`src/rtl/seq_gen_pkg.sv`:
```
// Shared types and defaults for the serial pattern generator.
package seq_gen_pkg;

  typedef enum logic [1:0] {
    IDLE  = 2'd0,
    SHIFT = 2'd1,
    GAP   = 2'd2,
    DONE  = 2'd3
  } state_e;

  localparam int         PAT_W_DEF   = 4;
  localparam int         REP_W_DEF   = 8;
  localparam int         GAP_W_DEF   = 4;
  localparam logic [3:0] DEF_PATTERN = 4'b1011;

endpackage

```
`src/rtl/seq_piso_shift.sv`:
```
// Parallel-load, serial-out shift register, MSB first; zeros fill from the LSB so msb
// reads 0 once every loaded bit has been shifted out.
module seq_piso_shift import seq_gen_pkg::*; #(
  parameter int PAT_W = PAT_W_DEF,
  parameter int CNT_W = $clog2(PAT_W)
) (
  input  logic             clk,
  input  logic             clr,
  input  logic             load,
  input  logic             shift_en,
  input  logic [PAT_W-1:0] d,
  output logic             msb,
  output logic             empty,
  output logic [CNT_W-1:0] cnt
);

  logic [PAT_W-1:0] r_sh;
  logic [CNT_W-1:0] r_cnt;

  // r_cnt = number of bits still to follow the one currently at msb
  always_ff @(posedge clk) begin
    if (clr) begin
      r_sh  <= '0;
      r_cnt <= '0;
    end else if (load) begin
      r_sh  <= d;
      r_cnt <= CNT_W'(PAT_W - 1);
    end else if (shift_en) begin
      r_sh  <= {r_sh[PAT_W-2:0], 1'b0};
      if (r_cnt != '0) r_cnt <= r_cnt - 1'b1;
    end
  end

  assign msb   = r_sh[PAT_W-1];
  assign empty = (r_cnt == '0);
  assign cnt   = r_cnt;

endmodule

```
`src/rtl/seq_pattern_generator.sv`:
```
// Serial pattern transmitter: repeats a latched pattern MSB first with idle gaps between
// repetitions; every output is a flop updated from the next-state decision.
module seq_pattern_generator import seq_gen_pkg::*; #(
  parameter int PAT_W = PAT_W_DEF,
  parameter int REP_W = REP_W_DEF,
  parameter int GAP_W = GAP_W_DEF
) (
  input  logic             clk,
  input  logic             rst,
  input  logic             start_valid,
  output logic             start_ready,
  input  logic [PAT_W-1:0] pattern_in,
  input  logic [REP_W-1:0] rep_count,
  input  logic [GAP_W-1:0] gap_len,
  input  logic             abort,
  output logic             out,
  output logic             out_valid,
  output logic             out_last,
  output logic             busy,
  output logic             done
);

  localparam int CNT_W = $clog2(PAT_W);

  state_e           r_state, w_state_nxt;
  logic [PAT_W-1:0] r_pat;
  logic [REP_W-1:0] r_rep, w_rep_nxt;
  logic [GAP_W-1:0] r_gap, r_gap_cnt, w_gap_cnt_nxt;
  logic             r_vld, r_last, r_done, r_busy, r_ready;
  logic             w_accept, w_load, w_shift, w_clr, w_last_nxt;
  logic             w_msb, w_empty;
  logic [CNT_W-1:0] w_cnt;
  logic [PAT_W-1:0] w_load_val;

  assign w_load_val = (r_state == IDLE) ? pattern_in : r_pat;

  seq_piso_shift #(.PAT_W(PAT_W), .CNT_W(CNT_W)) u_piso (
    .clk      (clk),
    .clr      (rst || w_clr),
    .load     (w_load),
    .shift_en (w_shift),
    .d        (w_load_val),
    .msb      (w_msb),
    .empty    (w_empty),
    .cnt      (w_cnt)
  );

  always_comb begin
    w_state_nxt   = r_state;
    w_rep_nxt     = r_rep;
    w_gap_cnt_nxt = r_gap_cnt;
    w_accept      = 1'b0;
    w_load        = 1'b0;
    w_shift       = 1'b0;
    w_clr         = 1'b0;
    w_last_nxt    = 1'b0;
    case (r_state)
      IDLE: begin
        if (start_valid && !abort) begin
          w_accept  = 1'b1;
          w_rep_nxt = rep_count;
          if (rep_count != '0) begin
            w_state_nxt = SHIFT;
            w_load      = 1'b1;
          end else begin
            w_state_nxt = DONE;
          end
        end
      end
      SHIFT: begin
        if (!w_empty) begin
          w_shift    = 1'b1;
          w_last_nxt = (w_cnt == CNT_W'(1)) && (r_rep == REP_W'(1));
        end else begin
          // Shifting the final bit out leaves the register all-zero, so out idles at 0
          w_rep_nxt = r_rep - 1'b1;
          if (r_rep > REP_W'(1)) begin
            if (r_gap != '0) begin
              w_state_nxt   = GAP;
              w_shift       = 1'b1;
              w_gap_cnt_nxt = r_gap;
            end else begin
              w_load = 1'b1;
            end
          end else begin
            w_state_nxt = DONE;
            w_shift     = 1'b1;
          end
        end
      end
      GAP: begin
        if (r_gap_cnt == GAP_W'(1)) begin
          w_state_nxt   = SHIFT;
          w_load        = 1'b1;
          w_gap_cnt_nxt = '0;
        end else begin
          w_gap_cnt_nxt = r_gap_cnt - 1'b1;
        end
      end
      DONE: w_state_nxt = IDLE;
      default: w_state_nxt = IDLE;
    endcase
    if (abort && (r_state != IDLE)) begin
      w_state_nxt   = IDLE;
      w_clr         = 1'b1;
      w_load        = 1'b0;
      w_shift       = 1'b0;
      w_last_nxt    = 1'b0;
      w_rep_nxt     = '0;
      w_gap_cnt_nxt = '0;
    end
  end

  always_ff @(posedge clk) begin
    if (rst) begin
      r_state   <= IDLE;
      r_rep     <= '0;
      r_gap_cnt <= '0;
      r_gap     <= '0;
      r_pat     <= '0;
      r_vld     <= 1'b0;
      r_last    <= 1'b0;
      r_done    <= 1'b0;
      r_busy    <= 1'b0;
      r_ready   <= 1'b1;
    end else begin
      r_state   <= w_state_nxt;
      r_rep     <= w_rep_nxt;
      r_gap_cnt <= w_gap_cnt_nxt;
      if (w_accept) begin
        r_pat <= pattern_in;
        r_gap <= gap_len;
      end
      r_vld   <= (w_state_nxt == SHIFT);
      r_last  <= w_last_nxt;
      r_done  <= (w_state_nxt == DONE);
      r_busy  <= (w_state_nxt != IDLE);
      r_ready <= (w_state_nxt == IDLE);
    end
  end

  assign out         = w_msb;
  assign out_valid   = r_vld;
  assign out_last    = r_last;
  assign done        = r_done;
  assign busy        = r_busy;
  assign start_ready = r_ready;

endmodule

```
`config.mk`:
```
export PLATFORM = sky130hd
export DESIGN_NAME = seq_pattern_generator
export DESIGN_NICKNAME = d
export VERILOG_FILES = /design/src/rtl/seq_gen_pkg.sv /design/src/rtl/seq_piso_shift.sv /design/src/rtl/seq_pattern_generator.sv
export SDC_FILE = /design/constraint.sdc
export NUM_CORES = 1
export LEC_CHECK = 0
export ABC_CLOCK_PERIOD_IN_PS = 1980
export BUFFER_PORTS_ARGS = -buffer_cell sky130_fd_sc_hd__buf_2
export CAP_MARGIN = 20
export CORE_ASPECT_RATIO = 1.1
export CORE_MARGIN = 5
export CORE_UTILIZATION = 59
export CTS_BUF_LIST = sky130_fd_sc_hd__clkbuf_8
export DETAILED_ROUTE_END_ITERATION = 6
export GPL_ROUTABILITY_DRIVEN = 0
export PLACE_DENSITY = 0.83
export SYNTH_ARGS = -nofsm -noshare
export SYNTH_HDL_FRONTEND = slang
export SYNTH_SLANG_ARGS = --single-unit
```
`constraint.sdc`:
```
create_clock -name clk -period 1.98 [get_ports clk]
set_input_delay 0.198 -clock clk [delete_from_list [all_inputs] [get_ports clk]]
set_output_delay 0.198 -clock clk [all_outputs]
set_load 0.01 [all_outputs]
```
* Yosys cells after proc, flatten, opt, wreduce, memory -nomap -nowiden
Index checks and enable logic that the tools add are counted.
Word-level totals: register bits after elaboration 33, latch bits 0, memory bits (writable) 0, ROM bits 0, bits of input ports 20, output and inout bits 6, logic and storage cells 89, memories 0
Cells by class: $add $sub $neg 3, multipliers 0, div/mod/pow operators 0, order comparisons 1, equal/unequal tests 12, shift operators 0, mux-type cells 38, bitwise logic cells 1, reduce and logical (&&, ||, !) cells 22
Operators by type and width (count):
- two-way mux 4 bit | 7
- two-way mux 2 bit | 10
- two-way mux 8 bit | 2
- case mux 8 bit (2 select lines) | 1
- two-way mux 1 bit | 15
- nonzero test 2 bit | 7
- equality test 8 x 1 -> 1 bit, second input constant | 1
- > comparator 8 x 1 -> 1 bit, second input constant | 1
- case mux 2 bit (4 select lines) | 1
- case mux 4 bit (2 select lines) | 1
- nonzero test 8 bit | 1
- subtractor 8 x 1 -> 8 bit, second input constant | 1
- equality test 2 x 1 -> 1 bit, second input constant | 3
- equality test 2 bit, second input constant | 3
- logical NOT 2 bit | 3
- inequality test 2 bit, second input constant | 3
- equality test 4 x 1 -> 1 bit, second input constant | 1
- AND reduction 4 bit | 1
- nonzero test 4 bit | 1
- OR reduction 4 bit | 1
- subtractor 4 x 1 -> 4 bit, second input constant | 1
- logical AND 1 bit | 3
- case mux 1 bit (3 select lines) | 1
- AND reduction 3 bit | 1
- other kinds (7) | 7

* Logic depth before layout (Yosys ltp)
depth after elaboration 8, gate-level depth with buffers 8, depth with buffers taken out 8

* Modules after synthesis
Synthesis repeated with hierarchy kept, for this count alone.
Unflattened totals: cells, all modules 209, area, all modules 1858.0 sq um
By module, submodules not included:
- seq_pattern_generator | times used 1, cells an instance 180, area an instance 1567.8 sq um, sequential area each 540.5 sq um
- seq_piso_shift | times used 1, cells an instance 29, area an instance 290.3 sq um, sequential area each 120.1 sq um

* Least setup slack after synthesis
OpenSTA, ideal clock, no wires.
path type reg-to-reg, from reg r_rep[0], to reg u_piso.r_sh[1], library setup time 0.121 ns, arrival 1.628 ns, data required time 1.859 ns, path slack 0.231 ns, stages on the path, launching flop included 8, cell sequence dfxtp_1 -> inv_1 -> ha_1 -> or2_2 -> a311oi_2 -> o32ai_2 -> a211oi_1 -> nor3_2
Between the ends: cells in the longest elaborated chain, start to end 6, elaborated cells between the ends (all ways) 11, classes of those cells order compare (1); mux (9); reduce/logical (1)
Ends and longest elaborated chain:
- start: declaration | RTL line seq_pattern_generator.sv:27 | logic [REP_W-1:0] r_rep, w_rep_nxt;
- start signal: assignment | RTL line seq_pattern_generator.sv:128 | r_rep <= w_rep_nxt;
- > comparator 8 x 1 -> 1 bit * | RTL line seq_pattern_generator.sv:77 | if (r_rep > REP_W'(1)) begin
- two-way mux 1 bit | RTL line seq_pattern_generator.sv:77
- two-way mux 1 bit | RTL line seq_pattern_generator.sv:71 | if (!w_empty) begin
- case mux 1 bit (3 select lines) / two-way mux 1 bit (equally long branches) | RTL line seq_pattern_generator.sv:57 | case (r_state)
- two-way mux 1 bit | RTL line seq_pattern_generator.sv:103 | if (abort && (r_state != IDLE)) begin
- two-way mux 4 bit / nonzero test 2 bit (equally long branches)
- end signal: assignment | RTL line seq_piso_shift.sv:29 | r_sh <= {r_sh[PAT_W-2:0], 1'b0};
- end: declaration | RTL line seq_piso_shift.sv:17 | logic [PAT_W-1:0] r_sh;
Every way passes the cells marked *; elsewhere a longest branch is shown, timed or not. A chain may end at the register's enable or synchronous reset.

* Final worst setup path
from reg r_rep[0], to reg u_piso.r_sh[3]
The elaborated chain is that of the path after synthesis.

==> impl_metrics.tcl <==
set metrics [dict create \
    status "complete, no violations" \
    drt_wl_total_um 4640 \
    cts_tree "yes" \
    maxCapViolations 0 \
    maxSlewViolCount 0 \
    p_seq_share_pct 42.7 \
    synthTopCellsByArea "dfxtp_1 (35%), nand2_1 (7.3%), a21oi_1 (6.0%)" \
    async_flop_share_pct 0 \
    rrSetupSlack_ns 0.06 \
    synth.top_cell.area_share_pct 34.6 \
    clock_skew_ns 0.00668 \
    comb_power_share_pct 30.8 \
    route.detailed.drc 0 \
    layout.nets 303 \
    setup_viol 0 \
    syn_area_sq_um 1910 \
    syn_to_final_growth_pct 19.7 \
    critPathSlowestCell "dfxtp_2" \
    layout_commonest_cell "nand2_1" \
    h-tree-depth 2 \
    synthCells 238 \
    synth-warning-count 0 \
    netSwitchingPower_mw 0.614 \
    hold_violations 0 \
    rr_worst_depth 8 \
    pwr_density_cell_nw_per_um2 796 \
    hold_path_end "r_gap[2]" \
    p_int_mw 1.20 \
    place.detailed.instances 303 \
    grt_max_degree 13 \
    cts-buffers-inserted 5 \
    n_antenna_cell 0 \
    final_cell_mix "nand2_1 (37), dfxtp_1 (31), buf_2 (25), a21oi_1 (23), buf_4 (19)" \
    multi_input_area_sq_um 1190 \
    tightest_slew_ns 0.478 \
    crit_arrival_ns 2.14 \
    layout-drive-gt1-share_pct 27.7 \
    postRouteAntennaNets 0 \
    pwr-share-clk_pct 26.5 \
    min_path_cells 3 \
    cts_hold_buf 0 \
    crit_type "flop to flop" \
    yosys_register_bits 33 \
    worst_path_largest_cell_delay_ns 0.36 \
    firstDrtPassIters 4 \
    setup_slack_ns 0.0630 \
    hp-class "primary input to flop" \
    utilization_pct 74.2 \
    clock-sinks 33 \
    coreArea_sq_um 3070 \
    r2r-start "r_rep[0]" \
    vdd_drop_max_mv 0.652 \
    die_h_um 69.6 \
    cts_buffer_depth 2 \
    cp-end-kind "flop" \
    dpl_cell_area_sq_um 2150 \
    insertion_delay_ns 0.28 \
    core.rowCount 21 \
    clkTransAtPathRegs_ns 0.07 \
    root_buffer "clkbuf_8" \
    fin_crit_ns 1.92 \
    rsz0062_at_grt "true" \
    final_cells 312 \
    grt_usage_pct 20.9 \
    synth_top_flop_cell "dfxtp_1" \
    start_kind "flop" \
    place_ws_ns 0.0635 \
    synth_cell_type_count 56 \
    synth_edf_count 0 \
    finalInstanceArea_sq_um 2280 \
    vias 1871 \
    dp_hpwl_um 3380 \
    wl_per_cell_um 14.9 \
    crit_chain "inv_1 > ha_2 > or2_2 > a311oi_2 > o32ai_4 > buf_4 > o2111a_1 > nor3_2" \
    p_leak_nw 0.894 \
    ios 26 \
    initial_core_util_pct 62.0 \
    timing.rr.end "u_piso.r_sh[3]" \
    grt-ovfl-total 0 \
    port_buffers 25 \
    synth.net_count 264 \
    cp_max_fo 7 \
    max-slew-margin-rel_pct 68.1 \
    regArea_sq_um 663 \
    max_freq_ghz 0.522 \
    yosys.area.top_type "dfxtp_1" \
    hold_start "gap_len[2]" \
    die_area_sq_um 4470 \
    crit_start "r_rep[0]" \
    min_period_over_period_pct 96.8 \
    vias_per_cell 6.00 \
    die_x_um 64.2 \
    grt_pass1_wl_um 7730 \
    avgSynthCellArea_sq_um 8.01 \
    yosysSeqAreaShare_pct 34.6 \
    antenna_found_initial 0 \
    p_sw_share_pct 33.8 \
    n_fill_cell 222 \
    drt_iter0_markers 145 \
    grt_pass1_vias 1701 \
    critPathRequiredTime_ns 2.20 \
]
-- synth_stat cells (all sizes together) (2+ instances only) --
| cell type | number |
|---|---|
| dfxtp | 33 |
| and2 | 4 |
| ha | 6 |
| or4 | 2 |
| a22oi | 2 |
| and3 | 2 |
| or2 | 2 |
| nor2 | 18 |
| o2111a | 3 |
| inv | 10 |
| buf | 7 |
| a22o | 2 |
| nor2b | 3 |
| nor4 | 6 |
| nor3b | 3 |
| or3 | 2 |
| a21oi | 25 |
| nand3 | 5 |
| a211oi | 8 |
| o32ai | 2 |
| clkbuf | 5 |
| o21ai | 17 |
| o31ai | 3 |
| nor3 | 8 |
| a31oi | 3 |
| nand2b | 4 |
| nand2 | 37 |
-- cell families (layout without fill, tap and decap cells) --
family | after synthesis | in the layout | synth area share, %
simple gates | 101 | 101 | 28.7
flops | 33 | 33 | 34.6
compound gates | 74 | 74 | 26.5
xor+xnor | 1 | 1 | 0.459
buf+inv | 22 | 62 | 5.18
mux | 1 | 1 | 0.525
fa+ha+maj | 6 | 6 | 3.94
-- routing by layer --
metal	GRT usage (%)	wire, um	up-vias
met4	6.79	24	0
li1	-	-	937
met1	27.7	2050	874
met2	32.4	2270	56
met3	5.67	290	4
met5	0	0	-
-- metrics by stage --
step	setup TNS, ns	total power [mW]	hold WS, ns
4_1_cts	0	1.80	0.136
3_3_place_gp	0	1.30	0.442
3_5_place_dp	0	1.31	0.444
5_1_grt	-0.00250	1.92	0.146
6_report	0	1.82	0.142
2_1_floorplan	0	1.15	0.334
-- flip-flops by register name, indices dropped and copies added, names as in the netlist --
name	flops
r_rep	8
r_gap	4
r_gap_cnt	4
r_pat	4
u_piso.r_sh	4
r_state	2
u_piso.cnt	2
busy	1
done	1
out_last	1
out_valid	1
start_ready	1
-- cell type report --
| cell class | instances | share of cell area [%] |
|---|---|---|
| Clock buffer | 5 | 3.02 |
| Clock inverter | 3 | 0.603 |
| Inverter | 10 | 1.64 |
| Multi-Input combinational cell | 183 | 52.1 |
| Sequential cell | 33 | 29.1 |
| Tap cell | 34 | 1.86 |
| Timing Repair Buffer | 44 | 11.7 |
-- worst max-delay path by stage --
stage / to / slack, ns
2_1_floorplan: u_piso.r_sh[1] / 0.23
3_3_place_gp: u_piso.r_sh[3] / 0.09
3_5_place_dp: u_piso.r_sh[3] / 0.06
4_1_cts: u_piso.r_sh[3] / 0.05
5_1_grt: u_piso.r_sh[3] / -0.003
6_report: u_piso.r_sh[3] / 0.06
-- worst max-delay path: cells and delay by family (launching register included) --
| family | cells | cell delay (ns) |
|---|---|---|
| and+or+nand+nor | 2 | 0.41 |
| DFF | 1 | 0.36 |
| AOI/OAI and AO/OA | 3 | 0.63 |
| adders and majority gates | 1 | 0.22 |
| buffers and inverters | 2 | 0.24 |
-- timing repair --
action	in CTS	in global routing
resized for setup	0	11
setup buffers	0	1
setup endpoints to repair	0	13
-- power by group through the flow --
stage | clock network (mW) | logic (mW) | registers (mW)
after floorplan | 0 | 0.378 | 0.776
after global placement | 0 | 0.513 | 0.784
after detailed placement | 0 | 0.524 | 0.785
after CTS | 0.496 | 0.530 | 0.771
after global routing | 0.528 | 0.613 | 0.783
final | 0.481 | 0.560 | 0.775
No activity file was read; power rests on OpenSTA's default activity.
